[src/rtl/product_bcd_pkg.sv]
// product_bcd_pkg
// Shared defaults and state encoding for the signed-product to BCD converter.
//   WIDTH_DEF  : default signed product width (8x8 Booth multiplier output)
//   DIGITS_DEF : default BCD digit count, enough for a magnitude of 2^(WIDTH-1)
//   state_t    : converter sequencing states
package product_bcd_pkg;

    localparam int WIDTH_DEF  = 16;
    localparam int DIGITS_DEF = 5;

    typedef enum logic [1:0] {
        ST_IDLE = 2'd0,
        ST_CONV = 2'd1,
        ST_DONE = 2'd2
    } state_t;

endpackage

[src/rtl/product_bcd_add3.sv]
// bcd_add3
// Combinational double-dabble digit adjust: a digit of 5 or more gets 3 added
// so that the following left shift carries correctly into the next decade.
//   din  : 4-bit BCD digit before adjust
//   dout : 4-bit adjusted digit
module bcd_add3 (
    input  logic [3:0] din,
    output logic [3:0] dout
);

    // Digit correction ahead of the shift
    always_comb begin
        if (din >= 4'd5) begin
            dout = din + 4'd3;
        end else begin
            dout = din;
        end
    end

endmodule

[src/rtl/product_bcd.sv]
// product_bcd
// Converts a signed two's-complement product to sign + BCD magnitude using a
// sequential double-dabble, one bit per cycle, with fixed latency.
//   Clock    : system clock, rising edge
//   Reset    : synchronous active-high reset
//   iStart   : conversion request, honoured only when idle
//   iProduct : signed product, sampled only on the accepted start
//   oBusy    : high while converting (CONV and DONE states)
//   oDone    : one-cycle pulse when oSign/oBcd are updated
//   oSign    : 1 when the converted product was negative
//   oBcd     : BCD magnitude, least significant digit in [3:0]
module product_bcd
    import product_bcd_pkg::*;
#(
    parameter int WIDTH  = WIDTH_DEF,
    parameter int DIGITS = DIGITS_DEF
) (
    input  logic                  Clock,
    input  logic                  Reset,
    input  logic                  iStart,
    input  logic [WIDTH-1:0]      iProduct,
    output logic                  oBusy,
    output logic                  oDone,
    output logic                  oSign,
    output logic [4*DIGITS-1:0]   oBcd
);

    localparam int CNT_W = $clog2(WIDTH + 2);
    localparam logic [CNT_W-1:0] CNT_LAST = CNT_W'(WIDTH);
    localparam logic [CNT_W-1:0] CNT_ONE  = CNT_W'(1);

    state_t                state_r;
    logic                  sign_r;
    logic [WIDTH:0]        mag_r;
    logic [4*DIGITS-1:0]   scratch_r;
    logic [CNT_W-1:0]      cnt_r;

    logic [WIDTH:0]        ext_s;
    logic [WIDTH:0]        mag_in_s;
    logic [4*DIGITS-1:0]   adj_s;

    // Magnitude at WIDTH+1 bits so the most negative product negates exactly
    always_comb begin
        ext_s = {iProduct[WIDTH-1], iProduct};
        if (ext_s[WIDTH]) begin
            mag_in_s = ~ext_s + {{WIDTH{1'b0}}, 1'b1};
        end else begin
            mag_in_s = ext_s;
        end
    end

    // One add-3 corrector per scratch digit
    for (genvar g = 0; g < DIGITS; g++) begin : g_adj
        bcd_add3 u_add3 (
            .din  (scratch_r[4*g +: 4]),
            .dout (adj_s[4*g +: 4])
        );
    end

    // Sequencer: latch on start, WIDTH+1 adjust-and-shift steps, then publish
    always_ff @(posedge Clock) begin
        if (Reset) begin
            state_r   <= ST_IDLE;
            sign_r    <= 1'b0;
            mag_r     <= {(WIDTH+1){1'b0}};
            scratch_r <= {(4*DIGITS){1'b0}};
            cnt_r     <= {CNT_W{1'b0}};
            oBusy     <= 1'b0;
            oDone     <= 1'b0;
            oSign     <= 1'b0;
            oBcd      <= {(4*DIGITS){1'b0}};
        end else begin
            case (state_r)
                ST_IDLE: begin
                    oDone <= 1'b0;
                    if (iStart) begin
                        sign_r    <= iProduct[WIDTH-1];
                        mag_r     <= mag_in_s;
                        scratch_r <= {(4*DIGITS){1'b0}};
                        cnt_r     <= {CNT_W{1'b0}};
                        oBusy     <= 1'b1;
                        state_r   <= ST_CONV;
                    end else begin
                        oBusy     <= 1'b0;
                    end
                end
                ST_CONV: begin
                    // The magnitude MSB shifts into the adjusted scratch LSB
                    scratch_r <= {adj_s[4*DIGITS-2:0], mag_r[WIDTH]};
                    mag_r     <= {mag_r[WIDTH-1:0], 1'b0};
                    oBusy     <= 1'b1;
                    oDone     <= 1'b0;
                    if (cnt_r == CNT_LAST) begin
                        cnt_r   <= {CNT_W{1'b0}};
                        state_r <= ST_DONE;
                    end else begin
                        cnt_r   <= cnt_r + CNT_ONE;
                    end
                end
                ST_DONE: begin
                    oBcd    <= scratch_r;
                    oSign   <= sign_r;
                    oDone   <= 1'b1;
                    oBusy   <= 1'b0;
                    state_r <= ST_IDLE;
                end
                default: begin
                    oBusy   <= 1'b0;
                    oDone   <= 1'b0;
                    state_r <= ST_IDLE;
                end
            endcase
        end
    end

endmodule

[config.mk]
export PLATFORM = sky130hd
export DESIGN_NAME = product_bcd
export DESIGN_NICKNAME = d
export VERILOG_FILES = /design/src/rtl/product_bcd_pkg.sv /design/src/rtl/product_bcd_add3.sv /design/src/rtl/product_bcd.sv
export SDC_FILE = /design/constraint.sdc
export NUM_CORES = 1
export LEC_CHECK = 0
export CORE_ASPECT_RATIO = 1.5
export CORE_UTILIZATION = 48
export DETAILED_ROUTE_END_ITERATION = 10
export GPL_ROUTABILITY_DRIVEN = 0
export PLACE_DENSITY = 0.75
export SYNTH_ARGS = -nofsm -noshare
export SYNTH_HDL_FRONTEND = slang
export SYNTH_SLANG_ARGS = --single-unit
[constraint.sdc]
create_clock -name Clock -period 3.9 [get_ports Clock]
set_clock_uncertainty 0.1 [all_clocks]
set_input_delay 0.39 -clock Clock [delete_from_list [all_inputs] [get_ports Clock]]
set_output_delay 0.39 -clock Clock [all_outputs]
set_load 0.02 [all_outputs]
# Word-level counts from Yosys, hierarchy flattened
# Index checks and enable logic that the tools add are counted.
# word_totals
register_bits,68
out_inout_bits,23
word_cells,51
# classes
n_lt_le_gt_ge,5
n_bitwise,1
eq_ne,5
mux,19
n_addsub,7
n_reduce_logical,5
# ops
cell,count
$pmux 20 s2,1
$mux 17,2
$pmux 17 s2,1
$ge 4x3->1 const B,5
$mux 20,1
$add 17x1->17 const B,1
$not 17->17,1
$add 4x2->4 const B,4
$mux 4,4
$mux 5,2
$pmux 5 s2,1
$reduce_and 2->1,3
$add 5x1->5 const B,1
$eq 5x5->1 const B,1
$mux 2,2
$ne 2x2->1 const B,2
$pmux 2 s2,1
$add 3x2->3 const B,1
$mux 3,1
$eq 2x1->1 const B,1
$eq 2x2->1 const B,1
$logic_not 2->1,1
$mux 1,2
$pmux 1 s2,1
$reduce_bool 2->1,1

# Longest topological paths before layout
# Gate-level depths: netlist (run 1).
# logic_depth
ltp_word,5
ltp_mapped,7
depth_no_buf,7

# Cells and area by module
# A second synthesis (run 1) with hierarchy kept.
# hier_totals
cells_unflattened,398
area_unflattened_um2,3333.2
# by_module_without_submodules
mod,n_inst,area_each_um2,cells_each,seq_area_each_um2
product_bcd,1,2826.5,318,1361.3
bcd_add3,5,101.3,16,0.0

# Worst setup path before layout (run 1)
# Ideal clock, no wire load.
# synth_timing
path_type,input to register
from,in iProduct[1]
to,reg mag_r[14]
path_stages,7
arrival_ns,1.831
setup_time_ns,0.101
path_slack_ns,1.868
required_time_ns,3.699
n_path_buf,0
path_cell_list,inv_1 -> ha_1 -> or4b_1 -> or2_1 -> o41ai_2 -> xor2_1 -> o41ai_1
# synth_between
elab_chain_cells,5
# synth_rtl
item,line,source
from (decl),product_bcd.sv:21,"input logic [WIDTH-1:0] iProduct,"
$not 17->17,product_bcd.sv:46,"mag_in_s = ~ext_s + {{WIDTH{1'b0}}, 1'b1};"
$add 17x1->17,product_bcd.sv:46,
$mux 17,product_bcd.sv:45,if (ext_s[WIDTH]) begin
$mux 17,product_bcd.sv:76,if (iStart) begin
$pmux 17 s2,product_bcd.sv:73,case (state_r)
to (signal assigned),product_bcd.sv:65,mag_r <= {(WIDTH+1){1'b0}};
to (signal assigned),product_bcd.sv:78,mag_r <= mag_in_s;
to (signal assigned),product_bcd.sv:90,"mag_r <= {mag_r[WIDTH-1:0], 1'b0};"
to (decl),product_bcd.sv:34,logic [WIDTH:0] mag_r;
# Every way passes these cells. The select of a mux whose other input is x is not followed.
# A chain may end at the register's enable or synchronous reset.

# Worst setup path after layout (run 1)
# layout_timing
from,in iProduct[0]
to,reg mag_r[14]
# Same word-level chain as after synthesis.

==> results of run 1 <==
[stage by stage]
step	util	hold slack (ns)	setup WS (ns)	instances
after floorplan	-	0.332	1.87	393
after global placement	0.563	0.342	1.31	488
after detailed placement	0.563	0.346	1.19	488
after CTS	0.591	0.305	1.56	504
after global routing	0.591	0.308	1.42	504
final	0.591	0.314	1.58	504
[flip-flops by register name (all words and copies together), names as in the netlist]
register / count
scratch_r: 20
oBcd: 20
oDone: 1
oSign: 1
mag_r: 17
state_r: 2
sign_r: 1
oBusy: 1
cnt_r: 5
[tightest hold or removal path, cell delays in order]
cell and delay (ns):
buf_2 0.09, inv_1 0.10, o221ai_1 0.09, a21oi_1 0.04
[worst max path at each step]
| stage | slack [ns] | startpoint | to |
|---|---|---|---|
| 3_3_place_gp | 1.31 | iProduct[0] | mag_r[14]$_SDFFE_PP0P_ |
| 3_5_place_dp | 1.19 | iProduct[0] | mag_r[14]$_SDFFE_PP0P_ |
| 5_1_grt | 1.42 | iProduct[1] | mag_r[14]$_SDFFE_PP0P_ |
| 2_1_floorplan | 1.87 | iProduct[1] | mag_r[14]$_SDFFE_PP0P_ |
| 6_report | 1.58 | iProduct[0] | mag_r[14]$_SDFFE_PP0P_ |
| 4_1_cts | 1.56 | iProduct[0] | mag_r[14]$_SDFFE_PP0P_ |
[logic make-up (layout without fill, tap and decap cells)]
logic type,Yosys count,in the layout,synth area share
AO/OA/AOI/OAI,116,116,0.233
XOR/XNOR,22,22,0.0598
adder cells (fa/ha/maj),13,13,0.0505
buffers and inverters,41,76,0.0478
flip-flops,68,68,0.423
multiplexers,1,1,0.00311
AND/OR/NAND/NOR,132,132,0.183
[Yosys cell counts, types with 2 or more instances]
library cell  count  share of area
a211o_1           2         0.0054
a211oi_1          2         0.0047
a21o_1            4         0.0093
a21oi_1          48          0.075
a22oi_1          12          0.028
a311oi_1          2         0.0054
a31o_2            2         0.0054
a32oi_1           4          0.011
a41oi_1           2         0.0054
buf_1             2         0.0023
clkbuf_1         23          0.027
dfxtp_1          68           0.42
ha_1             13          0.050
inv_1            16          0.019
nand2_1          62          0.072
nand2b_1          7          0.014
nand3_1           6         0.0093
nor2_1           36          0.042
nor2b_1           3         0.0058
nor3_1            7          0.011
o211ai_1          6          0.014
o21ai_0          16          0.025
o21ai_1           2         0.0031
o221ai_1          3         0.0082
o31ai_1           3         0.0070
o41ai_1           4          0.011
o41ai_2           2          0.010
or3_4             2         0.0070
xnor2_1          15          0.041
xor2_1            7          0.019
[power by group through the flow]
stage | registers, mW | logic, mW | clock network [mW]
detailed placement | 0.746 | 0.158 | 0
CTS | 0.731 | 0.159 | 0.552
global placement | 0.746 | 0.155 | 0
global route | 0.734 | 0.176 | 0.589
finish | 0.731 | 0.158 | 0.543
floorplan | 0.744 | 0.109 | 0
[cell type report]
type | count | area share
clock inverter | 2 | 0.00914
multi-input combinational | 284 | 0.446
clock buffer | 14 | 0.0372
sequential | 68 | 0.355
tap | 76 | 0.0248
timing repair buffer | 44 | 0.112
inverter | 16 | 0.0157
[per-layer routing]
metal	global-route usage	routed length, um
met5	0	0
met4	0.0926	144
met2	0.368	3410
met3	0.0569	267
met1	0.224	2680
[placed cells by master, fill, tap and decap left out, types with 9 or more instances in the layout]
cell	count
clkdlybuf4s50_1	40
a21oi_1	48
ha_1	13
nand2_1	62
clkbuf_8	9
o21ai_0	16
a22oi_1	12
xnor2_1	15
inv_1	16
dfxtp_1	68
nor2_1	36
==> out/results.txt, run 1 <==
run status = complete, no violations
DRC = 0
port bufs = 41
Slew Limit Fails = 0
pin count of the biggest net entering global routing = 66
Total Wirelength = 6490 um
CP cell instances = clkdlybuf4s50_1 > inv_1 > ha_1 > or4b_1 > or2_1 > o41ai_2 > xor2_1 > o41ai_1
Layout Nets = 455
reg2reg setup slack = 1.83 ns
PostCTS Resize Cnt = 0
ant diodes = 0
gr usage total = 0.209
Sequential Power Share = 0.511
post-DR vias/cell = 5.54
reg2reg start = state_r[0]$_SDFFE_PP0P_
core box area = 6490 um^2
worst reg2reg path endpoint = mag_r[15]$_SDFFE_PP0P_
hold depth = 4
initial DRC count = 211
unrepaired setup endpoints after global routing = false
vias in the first global route = 2,630
Die Width = 68.9 um
post-synthesis cell area = 3220 um^2
initial antenna violation count = 0
fraction of registers with async set or reset after synthesis = 0
MaxCap Viol Count = 0
P&R area growth vs syn = 18.9%
CP max stage cell = or4b_1
CP Data Required Time = 4.04 ns
R2R depth = 5
vias after detailed routing = 2,794
Clock Latency Late Sink = 0.34 ns
placed standard-cell area = 3650 um^2
max_slew headroom = 0.375
switching part of the total power = 0.249
Netlist cell types = 42
Hold Path Class = in2reg
Yosys warning total = 0
Hold Startpoint = Reset
Clk network pwr share = 0.379
post-synthesis sequential area ratio = 0.423
top_reg_cell synth = dfxtp_1
Mapped Cells = 393
leakage = 1.35 nW
Clock transition at path regs = 0.06 ns
syn avg cell area = 8.20 um^2
internal power = 1.08 mW
peak supply drop = 0.197 mV
Multi-input gate area = 1710 um^2
FF+latch count, synth = 68
PwrDens = 374 nW/um^2
die height = 102 um
Crit path buffers/inverters = 2
Tightest Pin Transition = 0.937 ns
Final Hold Fails = 0
Worst setup SP type = input port
Combinational Power Share = 0.110
layout cell share with drive strength beyond 1 = 0.0584
clock buffer depth = 2
Worst setup EP type = flip-flop
number of synthesized flops with an enable pin = 0
Syn Nets = 425
crit-path max FO = 4
Fill cells = 635
drt first pass iters = 4
Post-CTS Hold Buffers = 0
CTS root buffer = clkbuf_8
row cnt = 36
Setup Fix Bufs, Post-CTS = 0
total congestion overflow = 0
Die ar. = 7050 um^2
H-tree depth = 3
routed len/inst = 12.9 um
first-pass GRT wire length = 11,200 um
worst setup path class = in2reg
Starting Density = 0.497
delay-heaviest family, CP = simple AND/OR/NAND/NOR gates
Tcrit/Tclk final = 0.595
Worst path max stage delay = 0.50 ns
Critical Path AT = 2.46 ns
Detail Placement HPWL = 4380 um
Fmax = 431 MHz
TritonCTS clock tree = done
NetSw = 0.356 mW
Worst Hold End = mag_r[11]$_SDFFE_PP0P_
Sink Count = 68
I/O pins = 42
Design Area, Final = 3830 um^2
Setup-failing EPs final = 0
post-layout minimum cycle time = 2.32 ns
post-layout power = 1.43 mW
number of cells on the critical path = 8
register area = 1360 um^2
CTS buffer count = 9
DRT antenna net count = 0
TNS Setup = 0 ns
No activity file was read; power rests on OpenSTA's default activity.
==> inputs of run 2 (changes only) <==
Clock period 3.9 ns to 2.2 ns, I/O delays scaled along.
==> run 2 against run 1 <==
- largest power group unchanged
- power is 96% higher
- clock power is 120% higher
- sequential power is 78% higher
- critical path depth stayed put
==> out/results.txt, run 2 (synthesis results as in run 1) <==
run status = complete, no violations
clock buffer depth = 2 (unchanged)
Setup-failing EPs final = 0 (unchanged)
TritonCTS clock tree = done
most frequent cells in the layout = dfxtp_1 (68), nand2_1 (62), a21oi_1 (48)
M1 WL = 2820 um (+5.3%)
Post-CTS Hold Buffers = 0 (unchanged)
CP cell instances = clkdlybuf4s50_1 > inv_2 > ha_1 > or4b_4 > or2_4 > o41ai_4 > xor2_1 > o41ai_1
Worst setup SP type = input port
Inst Count DP = 507 (+3.9%)
core box area = 6490 um^2 (unchanged)
worst setup path class = in2reg
DRC = 0 (unchanged)
Clock Latency Late Sink = 0.35 ns (about the same)
Setup Fix Bufs, Post-CTS = 0 (unchanged)
Worst path max stage delay = 0.49 ns (about the same)
Tcrit/Tclk final = 0.942
leakage = 1.49 nW (+10%)
ant diodes = 0 (unchanged)
CP max stage cell = or4b_4
met3 wire len = 256 um (-4.1%)
Slew Limit Fails = 0 (unchanged)
vias in the first global route = 2,711 (+3.1%)
unrepaired setup endpoints after global routing = false
Critical Path AT = 2.22 ns (-0.24 ns)
Crit path buffers/inverters = 2 (unchanged)
commonest non-fill, non-tap cell in the layout = dfxtp_1
initial DRC count = 156 (-26%)
total congestion overflow = 0 (unchanged)
CTS buffer count = 9 (unchanged)
reg2reg start = state_r[0]$_SDFFE_PP0P_
max layer used = met4
Final Hold Fails = 0 (unchanged)
Final Core Density = 0.626 (+0.0355)
Worst Hold End = mag_r[11]$_SDFFE_PP0P_
Fill cells = 579 (-8.8%)
post-DR vias/cell = 5.62 (+1.4%)
vias after detailed routing = 2,940 (+5.2%)
met2 wire len = 3670 um (+7.6%)
Total Wirelength = 6860 um (+5.6%)
Layout Cells excl Fill = 523 (+3.8%)
Hold Startpoint = Reset
Largest regs = oBcd (20), scratch_r (20), mag_r (17)
Die Width = 68.9 um (unchanged)
I/O pins = 42 (unchanged)
Layout Nets = 474 (+4.2%)
first-pass GRT wire length = 11,800 um (+5.4%)
Starting Density = 0.497 (unchanged)
Die ar. = 7050 um^2 (unchanged)
H-tree depth = 3 (unchanged)
port bufs = 41 (unchanged)
max_slew headroom = 0.563 (+0.188)
CP Data Required Time = 2.35 ns (-1.69 ns)
MaxCap Viol Count = 0 (unchanged)
Worst setup EP type = flip-flop
row cnt = 36 (unchanged)
worst reg2reg path endpoint = cnt_r[3]$_SDFFE_PP0P_
initial antenna violation count = 0 (unchanged)
Clock transition at path regs = 0.07 ns (about the same)
Fmax = 483 MHz
P&R area growth vs syn = 26.1%
PwrDens = 689 nW/um^2 (+85%)
crit-path max FO = 4 (unchanged)
delay-heaviest family, CP = simple AND/OR/NAND/NOR gates
routed len/inst = 13.1 um (+1.8%)
peak supply drop = 0.278 mV (+41%)
Sink Count = 68 (unchanged)
R2R depth = 4 (-1)
post-layout minimum cycle time = 2.07 ns
DRT antenna net count = 0 (unchanged)
pin count of the biggest net entering global routing = 66 (unchanged)
Hold Path Class = in2reg
register area = 1360 um^2 (unchanged)
gr usage total = 0.222 (+0.0135)
Tightest Pin Transition = 0.656 ns (-0.281 ns)
Multi-input gate area = 1730 um^2 (+1.0%)
hold depth = 4 (unchanged)
reg2reg setup slack = 0.43 ns (-1.40 ns)
die height = 102 um (unchanged)
CTS root buffer = clkbuf_8
number of cells on the critical path = 8 (unchanged)
drt first pass iters = 4 (unchanged)
Detail Placement HPWL = 4670 um (+6.5%)
layout cell share with drive strength beyond 1 = 0.116 (+0.0579)
run 2: tightest hold or removal path, delay by kind of cell:
| family | cells | cell delay [ns] |
|---|---|---|
| buffers and inverters | 2 | 0.18 |
| AOI/OAI and AO/OA | 2 | 0.13 |
run 2: through the flow:
| stage | setup slack, ns | total power, mW | cell area, um^2 | TNS (ns) | hold WS, ns |
|---|---|---|---|---|---|
| after floorplan | 0.338 | 1.51 | 3220 | 0 | 0.223 |
| after global placement | -0.196 | 1.63 | 3810 | -0.871 | 0.342 |
| after detailed placement | -0.284 | 1.64 | 3810 | -1.38 | 0.345 |
| after CTS | 0.0763 | 2.83 | 4040 | 0 | 0.124 |
| after global routing | 0.0177 | 2.93 | 4060 | 0 | 0.156 |
| final | 0.128 | 2.80 | 4060 | 0 | 0.133 |
run 2: where the power goes:
| group | switching (mW) | internal, mW | total [mW] |
|---|---|---|---|
| sequential | 0.0239 | 1.27 | 1.30 |
| clock | 0.457 | 0.727 | 1.18 |
| combinational | 0.181 | 0.139 | 0.320 |
| total | 0.662 | 2.14 | 2.80 |
run 2: metal layers:
metal	vias to the layer above	global-route usage
met5	-	0
met4	0	0.0973
met3	11	0.0592
met2	71	0.396
met1	1392	0.237
li1	1466	-
run 2: timing repair:
action / in CTS / in global routing
hold endpoints to repair: 0 / 0
setup endpoints to repair: 0 / 3
gates resized for setup: 0 / 4
run 2: worst max-delay path by stage:
stage / from / slack [ns] / end
2_1_floorplan: iProduct[1] / 0.34 / mag_r[14]$_SDFFE_PP0P_
3_3_place_gp: iProduct[1] / -0.20 / mag_r[14]$_SDFFE_PP0P_
3_5_place_dp: iProduct[1] / -0.28 / mag_r[14]$_SDFFE_PP0P_
4_1_cts: iProduct[1] / 0.08 / mag_r[14]$_SDFFE_PP0P_
5_1_grt: iProduct[1] / 0.02 / mag_r[14]$_SDFFE_PP0P_
6_report: iProduct[1] / 0.13 / mag_r[14]$_SDFFE_PP0P_
run 2: layout make-up:
type | count | share of cell area
Clock buffer | 12 | 0.0407
Sequential cell | 68 | 0.335
Clock inverter | 4 | 0.0173
Multi-Input combinational cell | 284 | 0.425
Inverter | 16 | 0.0148
Timing Repair Buffer | 63 | 0.144
Tap cell | 76 | 0.0234
